File: config.mk
export PLATFORM = sky130hd
export DESIGN_NAME = mem_lsu_stage
export DESIGN_NICKNAME = d
export VERILOG_FILES = /design/src/rtl/mem_lsu_stage.sv
export SDC_FILE = /design/constraint.sdc
export NUM_CORES = 1
export LEC_CHECK = 0
export CAP_MARGIN = 15
export CORE_UTILIZATION = 45
export DETAILED_ROUTE_END_ITERATION = 6
export GPL_TIMING_DRIVEN = 0
export PLACE_DENSITY = 0.81
export SYNTH_ARGS = -nofsm -noshare
export SYNTH_HDL_FRONTEND = slang
export SYNTH_SLANG_ARGS = --single-unit
File: constraint.sdc
create_clock -name clk_i_LSU -period 1.9 [get_ports clk_i_LSU]
set_input_delay 0.285 -clock clk_i_LSU [delete_from_list [all_inputs] [get_ports clk_i_LSU]]
set_output_delay 0.285 -clock clk_i_LSU [all_outputs]
set_load 0.005 [all_outputs]
File: src/rtl/mem_lsu_stage.sv
// Memory-access pipeline stage between EXE and MEM_WB.
// Non-memory results pass through with one registered cycle. Loads and stores
// run a req/ack data-bus handshake with sizing, load extension, misalignment
// detection and an ack timeout. EXE is stalled while a bus access is open.
module mem_lsu_stage #(
  parameter int DATA_W     = 32,
  parameter int ADDR_W     = 32,
  parameter int REG_ADDR_W = 5,
  parameter int TIMEOUT    = 16
) (
  input  logic                  clk_i_LSU,
  input  logic                  rst_i_LSU,
  input  logic                  in_valid_i,
  output logic                  in_ready_o,
  input  logic [1:0]            mem_op_i,
  input  logic [1:0]            size_i,
  input  logic                  unsigned_i,
  input  logic [DATA_W-1:0]     alu_result_i,
  input  logic [DATA_W-1:0]     store_data_i,
  input  logic [REG_ADDR_W-1:0] wt_addr_i,
  input  logic                  wt_en_i,
  output logic                  dmem_req_o,
  output logic                  dmem_we_o,
  output logic [ADDR_W-1:0]     dmem_addr_o,
  output logic [DATA_W-1:0]     dmem_wdata_o,
  output logic [DATA_W/8-1:0]   dmem_strb_o,
  input  logic                  dmem_ack_i,
  input  logic [DATA_W-1:0]     dmem_rdata_i,
  output logic                  wb_valid_o,
  output logic [DATA_W-1:0]     wb_data_o,
  output logic [REG_ADDR_W-1:0] wb_addr_o,
  output logic                  wb_en_o,
  output logic                  misalign_o,
  output logic                  bus_err_o
);

  localparam int STRB_W = DATA_W / 8;
  localparam int OFF_W  = $clog2(STRB_W);
  localparam int CNT_W  = (TIMEOUT > 1) ? $clog2(TIMEOUT) : 1;
  localparam logic [CNT_W-1:0] CNT_LIMIT = CNT_W'(TIMEOUT - 1);

  localparam logic [0:0] IDLE     = 1'b0;
  localparam logic [0:0] WAIT_ACK = 1'b1;

  localparam logic [1:0] OP_LOAD  = 2'b01;
  localparam logic [1:0] OP_STORE = 2'b10;
  localparam logic [1:0] SZ_BYTE  = 2'b00;
  localparam logic [1:0] SZ_HALF  = 2'b01;
  localparam logic [1:0] SZ_WORD  = 2'b10;

  logic [0:0]            state_reg;
  logic [CNT_W-1:0]      cnt_reg;
  logic [1:0]            size_reg;
  logic                  unsigned_reg;
  logic                  load_reg;
  logic [OFF_W-1:0]      off_reg;
  logic [REG_ADDR_W-1:0] wt_addr_reg;
  logic                  wt_en_reg;

  logic [ADDR_W-1:0] eff_addr;
  logic [1:0]        eff_size;
  logic [OFF_W-1:0]  lane_off;
  logic              is_mem;
  logic              misaligned;
  logic [STRB_W-1:0] strb_next;
  logic [DATA_W-1:0] wdata_next;
  logic [DATA_W-1:0] load_shifted;
  logic [DATA_W-1:0] load_ext;

  assign in_ready_o = (state_reg == IDLE);

  // The effective address lives in the low bits of the ALU result.
  generate
    if (ADDR_W <= DATA_W) begin : g_addr_narrow
      assign eff_addr = alu_result_i[ADDR_W-1:0];
    end else begin : g_addr_wide
      assign eff_addr = {{(ADDR_W - DATA_W){1'b0}}, alu_result_i};
    end
  endgenerate

  // A double request on a 32-bit bus degrades to a word access.
  assign eff_size = (size_i == 2'b11 && DATA_W != 64) ? SZ_WORD : size_i;
  assign lane_off = eff_addr[OFF_W-1:0];
  assign is_mem   = (mem_op_i == OP_LOAD) || (mem_op_i == OP_STORE);

  // Alignment rule and byte enables derived from the access size.
  always_comb begin
    misaligned = 1'b0;
    strb_next  = '1;
    case (eff_size)
      SZ_BYTE: strb_next = STRB_W'(1'b1) << lane_off;
      SZ_HALF: begin
        misaligned = eff_addr[0];
        strb_next  = STRB_W'(2'b11) << lane_off;
      end
      SZ_WORD: begin
        misaligned = |eff_addr[1:0];
        strb_next  = STRB_W'(4'hF) << lane_off;
      end
      default: misaligned = |eff_addr[2:0];
    endcase
  end

  // Store data is replicated so every lane carries the bytes it may write.
  generate
    for (genvar gi = 0; gi < STRB_W; gi++) begin : g_wlane
      always_comb begin
        case (eff_size)
          SZ_BYTE: wdata_next[8*gi +: 8] = store_data_i[7:0];
          SZ_HALF: wdata_next[8*gi +: 8] = store_data_i[8*(gi % 2) +: 8];
          SZ_WORD: wdata_next[8*gi +: 8] = store_data_i[8*(gi % 4) +: 8];
          default: wdata_next[8*gi +: 8] = store_data_i[8*gi +: 8];
        endcase
      end
    end
  endgenerate

  assign load_shifted = dmem_rdata_i >> {off_reg, 3'b000};

  // Truncate the shifted read data to the access size and extend it.
  always_comb begin
    int  top_bit;
    logic fill;
    case (size_reg)
      SZ_BYTE: top_bit = 7;
      SZ_HALF: top_bit = 15;
      SZ_WORD: top_bit = 31;
      default: top_bit = DATA_W - 1;
    endcase
    fill     = ~unsigned_reg & load_shifted[top_bit];
    load_ext = load_shifted;
    for (int i = 0; i < DATA_W; i++) begin
      if (i > top_bit) load_ext[i] = fill;
    end
  end

  // Stage control: accept in IDLE, hold the bus request until ack or timeout.
  always_ff @(posedge clk_i_LSU) begin
    if (rst_i_LSU) begin
      state_reg    <= IDLE;
      cnt_reg      <= '0;
      size_reg     <= '0;
      unsigned_reg <= 1'b0;
      load_reg     <= 1'b0;
      off_reg      <= '0;
      wt_addr_reg  <= '0;
      wt_en_reg    <= 1'b0;
      dmem_req_o   <= 1'b0;
      dmem_we_o    <= 1'b0;
      dmem_addr_o  <= '0;
      dmem_wdata_o <= '0;
      dmem_strb_o  <= '0;
      wb_valid_o   <= 1'b0;
      wb_data_o    <= '0;
      wb_addr_o    <= '0;
      wb_en_o      <= 1'b0;
      misalign_o   <= 1'b0;
      bus_err_o    <= 1'b0;
    end else begin
      wb_valid_o <= 1'b0;
      misalign_o <= 1'b0;
      bus_err_o  <= 1'b0;
      case (state_reg)
        IDLE: begin
          if (in_valid_i) begin
            if (!is_mem) begin
              wb_valid_o <= 1'b1;
              wb_data_o  <= alu_result_i;
              wb_addr_o  <= wt_addr_i;
              wb_en_o    <= wt_en_i;
            end else if (misaligned) begin
              wb_valid_o <= 1'b1;
              misalign_o <= 1'b1;
              wb_data_o  <= '0;
              wb_addr_o  <= wt_addr_i;
              wb_en_o    <= 1'b0;
            end else begin
              dmem_req_o   <= 1'b1;
              dmem_we_o    <= (mem_op_i == OP_STORE);
              dmem_addr_o  <= {eff_addr[ADDR_W-1:OFF_W], {OFF_W{1'b0}}};
              dmem_wdata_o <= wdata_next;
              dmem_strb_o  <= strb_next;
              state_reg    <= WAIT_ACK;
              cnt_reg      <= '0;
              size_reg     <= eff_size;
              unsigned_reg <= unsigned_i;
              load_reg     <= (mem_op_i == OP_LOAD);
              off_reg      <= lane_off;
              wt_addr_reg  <= wt_addr_i;
              wt_en_reg    <= wt_en_i;
            end
          end
        end
        WAIT_ACK: begin
          if (dmem_ack_i) begin
            dmem_req_o <= 1'b0;
            state_reg  <= IDLE;
            wb_valid_o <= 1'b1;
            wb_addr_o  <= wt_addr_reg;
            wb_en_o    <= load_reg & wt_en_reg;
            wb_data_o  <= load_reg ? load_ext : '0;
          end else if (cnt_reg == CNT_LIMIT) begin
            dmem_req_o <= 1'b0;
            state_reg  <= IDLE;
            bus_err_o  <= 1'b1;
            wb_valid_o <= 1'b1;
            wb_addr_o  <= wt_addr_reg;
            wb_en_o    <= 1'b0;
            wb_data_o  <= '0;
          end else begin
            cnt_reg <= cnt_reg + 1'b1;
          end
        end
        default: state_reg <= IDLE;
      endcase
    end
  end

endmodule

== Word-level counts from Yosys, hierarchy flattened ==
Index checks and enable logic that the tools add are counted.
Word-level totals
  input bits: 111
  output and inout bits: 112
  bits in registers: 126
  word-level logic and storage cells: 174
Operators by class
  equal/unequal tests: 14
  shift-type cells: 4
  add/subtract/negate cells: 1
  reductions and logical operators: 12
  magnitude comparators: 33
  muxes and demuxes: 84
  bitwise logic cells: 7
Operators by type and width (number)
  $gt 6x32->1 const A: 16
  $gt 5x32->1 const A: 8
  $mux 32: 6
  $gt 4x32->1 const A: 4
  $gt 3x32->1 const A: 2
  $pmux 32 s2: 1
  $mux 1: 53
  $gt 1x32->1 const A: 1
  $gt 2x32->1 const A: 1
  $lt 32x7->1 const B: 1
  $shr 32x5->32: 1
  $mux 5: 5
  $mux 4: 5
  $pmux 5 s2: 2
  $mux 8: 2
  $pmux 8 s2: 1
  $pmux 4 s3: 1
  $ne 2x2->1 const B: 4
  $pmux 1 s2: 4
  $pmux 4 s2: 1
  $reduce_and 4->1: 2
  $eq 2x1->1 const B: 3
  $eq 2x2->1 const B: 3
  $ne 3x2->1 const B: 2
  other kinds (18): 26

== Logic depth before layout (Yosys ltp) ==
  depth after elaboration: 10
  depth in mapped cells: 8
  depth with buffers taken out: 7

== Worst setup path before layout ==
OpenSTA, ideal clock, no wires.
  path kind: input port to flip-flop
  from: input mem_op_i[0]
  to: register dmem_strb_o[1]
  setup time: 128 ps
  stages on the path: 8
  setup slack: 200 ps
  required time: 1772 ps
  arrival time: 1573 ps
  path buffers: 2
  cell sequence: inv_1 ha_1 nor3b_1 o21ai_1 buf_2 buf_2 a21oi_1 nor2_1
Between the ends
  word-level cells in the longest chain between the ends: 3
  elaborated cells on any way between the ends: 4
  classes of those cells: eq/ne (2); reduce/logical (2)
Ends and longest elaborated chain
  start, declared: line 15  | input logic [1:0] mem_op_i,
  $eq 2x1->1 / $eq 2x2->1 (equally long branches): line 84  | assign is_mem = (mem_op_i == OP_LOAD) || (mem_op_i == OP_STORE);
  $logic_or 1x1->1 *: line 84
  $reduce_and 4->1 (no source line) *
  end signal, assigned: line 182  | dmem_strb_o <= strb_next;
  end, declared: line 26  | output logic [DATA_W/8-1:0] dmem_strb_o,
Every way passes the cells marked *; elsewhere a longest branch is shown, timed or not.
A chain may end at the register's enable or synchronous reset.

== Worst setup path after layout ==
  from: register cnt_reg[0]
  to: register wb_data_o[7]
Between the ends
  word-level cells in the longest chain between the ends: 3
Ends and longest elaborated chain
  start, declared: line 52  | logic [CNT_W-1:0] cnt_reg;
  start signal, assigned: line 211  | cnt_reg <= cnt_reg + 1'b1;
  $eq 4x4->1: line 202  | end else if (cnt_reg == CNT_LIMIT) begin
  $ne 3x2->1 (no source line)
  $reduce_and 3->1 (no source line)
  end signal, assigned: line 168  | wb_data_o <= alu_result_i;
  end signal, assigned: line 201  | wb_data_o <= load_reg ? load_ext : '0;
  end, declared: line 30  | output logic [DATA_W-1:0] wb_data_o,
No other way between the ends.

==> qor.csv <==
stage,metric,value,unit
run_status,outcome,"finished, final reports clean",
sta,hold_viol,0,
finish,reg_top3,"dmem_wdata_o (32), wb_data_o (32), dmem_addr_o (30)",
routing,post_drt_wl_per_cell,19.9,um
routing,routed.top_layer,met4,
finish,nets,1090,
logic_synthesis,synth_cells,736,
pwr,p_leak,3.30,nW
routing,routed-via-count,6622,
logic_synthesis,synth-main-ff-cell,dfxtp_1,
placement,io_buffers,217,
logic_synthesis,synth_top_area_share,42.5,%
worst_setup_path,cp-start-kind,flop,
finish,layout_common_cells,"215 x clkdlybuf4s50_1, 154 x nand2_1, 126 x dfxtp_1",
worst_setup_path,reg2regPathDepth,8,
die,dieArea,13600,um^2
die,initial_core_util,46.6,%
worst_hold_path,hold_path_depth,3,
sta,layout_min_cycle_time,1.87,ns
routing,viasPerCell,5.70,
sta,finalSetupViolCount,0,
logic_synthesis,yosys.area.top_type,dfxtp_1,
worst_setup_path,crit_arrival,2.15,ns
logic_synthesis,postSynthAreaPerCell,8.06,um^2
placement,gp_congestion,0.940,
logic_synthesis,synth.area.top_cells,"dfxtp_1 43%, nand2_1 9.7%, a21oi_1 8.8%",
logic_synthesis,async_reset_ff_share,0,%
finish,final_common_cell,clkdlybuf4s50_1,
worst_setup_path,crit_family,compound AO/OA/AOI/OAI gates,
logic_synthesis,yosys_warnings,0,
worst_setup_path,critPathMaxFanout,10,
cts,clk_pin_slew,0.06,ns
sta,whs,0.240,ns
sta,finClkSkew,0.0135,ns
routing,drt_pass1_iterations,5,
logic_synthesis,syn_area,5930,um^2
worst_setup_path,endpoint_kind,flop,
worst_setup_path,required,2.18,ns
cts,numClockSinks,126,
die,coreArea,12700,um^2
routing,drtIter0Drc,519,
pwr,peakVddDrop,0.592,mV
grt,grt_pass1_vias,6224,
pwr,power-per-cell-area,811,nW/um^2
grt,grt_use_total,33.7,%
logic_synthesis,ys_types,49,
die,ios,223,
cts,hold_buffers,0,
finish,areaGrowthSynthToFinish,52.2,%
sta,drv_slew,0,
routing,met1_length,8.76,mm
worst_setup_path,path_cells,"ha_1, a31oi_4, nand2b_4, o21a_1, buf_4, buf_6, a221oi_2, nor3_1",
worst_setup_path,path_class,reg2reg,
logic_synthesis,ys_seq_area_share,42.5,%
routing,route.met3.wl,2.56,mm
worst_setup_path,worst_path_largest_cell_delay,0.37,ns
cts,numCtsBuffers,17,
grt,grt_max_degree,17,
die,die_h,117,um
grt,grt_pass1_wl,33.8,mm
cts,clk_latency,0.43,ns
sta,fin_setup_tns,0,ns
worst_setup_path,cp.depth,8,
sta,worst-slew-pin-transition,0.667,ns
cts,clockBufferDepth,2,
logic_synthesis,ys_ff_latch,126,
worst_setup_path,cp_num_buf_inv,2,
placement,post-place-ws,-0.869,ns
finish,drive_gt1_share,10.6,%
routing,drt-total-wl,23.1,mm
worst_setup_path,crit_path_top_delay_cell,dfxtp_1,
worst_hold_path,holdCritPathClass,in2reg,
logic_synthesis,synth_edf_count,0,
cts,htreeDepth,4,
sta,fmax,535,MHz
sta,worst_slew_margin_rel,55.5,%
cts,cts_root_buf,clkbuf_16,
routing,wl_met2,10.9,mm
die,num_rows,41,
routing,drc,0,
routing,ant_nets,0,
flow_run,maxCapViolCount,0,
sta,worst_slack,0.0293,ns
placement,post-dp-hpwl,16.9,mm
sta,fin_crit_sh,98.5,%
grt,antenna_found_initial,1,
die,die_x,117,um
grt,grt-ovfl-total,0,
cts,cts_tree,yes,
==> Yosys cell counts, drive strengths merged (2+ instances only) <==
library cell	instances
and2	8
mux2i	39
nor2	69
a21boi	2
nor2b	10
dfxtp	126
mux2	8
clkbuf	29
a311oi	8
o21a	2
xnor2	2
a211o	8
nand3	4
ha	3
o21ai	19
nor3b	2
inv	6
a21oi	107
a32oi	7
and3	2
a211oi	31
nand2b	2
a221oi	11
nor3	21
buf	34
nand2	154
nand3b	2
o22ai	8
==> path summary, 6_finish.rpt <==
kind	from	slack [ns]	end
max	cnt_reg[0]	0.03	wb_data_o[7]
min	alu_result_i[1]	0.24	off_reg[1]
max reg2reg	cnt_reg[0]	0.03	wb_data_o[7]
min reg2reg	dmem_addr_o[17]	0.45	dmem_addr_o[17]
==> layout make-up <==
class | instances | area (um^2)
clock buffer | 25 | 465
multi-input combinational | 542 | 3190
fill | 1065 | 3690
sequential | 126 | 2520
timing repair buffer | 221 | 2220
clock inverter | 7 | 40.0
antenna | 1 | 2.50
tap | 172 | 215
buffer | 62 | 353
inverter | 6 | 22.5
==> per-layer routing <==
metal | track usage, % | vias to the layer above
met5 | 0 | -
li1 | - | 3065
met2 | 55.1 | 374
met4 | 18.7 | 0
met3 | 11.5 | 68
met1 | 38.7 | 3115
==> cells by family (layout without fill, tap and decap cells) <==
kind of cell | after synthesis | in the layout | synth area share [%]
AOI/OAI and AO/OA | 209 | 209 | 22.8
buffers and inverters | 69 | 321 | 5.61
adders and majority gates | 3 | 3 | 0.633
DFF | 126 | 126 | 42.5
and+or+nand+nor | 278 | 278 | 19.6
other | 1 | 3 | 0.0632
muxes | 48 | 48 | 8.48
xor gates and xnor gates | 2 | 2 | 0.295
==> worst min-delay path, delay by kind of cell <==
kind	cells	cell delay, ns
buffers and inverters	1	0.18
and+or+nand+nor	1	0.09
AOI/OAI and AO/OA	1	0.05
==> repair_timing <==
item,in CTS,in global routing
setup endpoints to repair,110,119
gates resized for setup,20,25
pin swaps,0,3
buffers inserted,2,2
==> report_power, final <==
group | total, mW | internal [mW] | switching (mW)
Combinational | 1.57 | 0.791 | 0.775
Sequential | 2.90 | 2.81 | 0.0919
Clock | 2.85 | 1.69 | 1.17
Total | 7.32 | 5.29 | 2.03
==> per-stage QoR <==
| stage | instances | total power [mW] | util, % | instance area [um^2] |
|---|---|---|---|---|
| 3_3_place_gp | 1126 | 4.42 | 65.4 | 8320 |
| 5_1_grt | 1161 | 7.55 | 70.9 | 9030 |
| 3_5_place_dp | 1126 | 4.43 | 65.4 | 8320 |
| 4_1_cts | 1160 | 7.28 | 70.1 | 8920 |
| 6_report | 1162 | 7.32 | 71.0 | 9030 |
| 2_1_floorplan | 737 | 3.62 | - | 5930 |
Note: power is estimated with default switching activity, not from simulation.
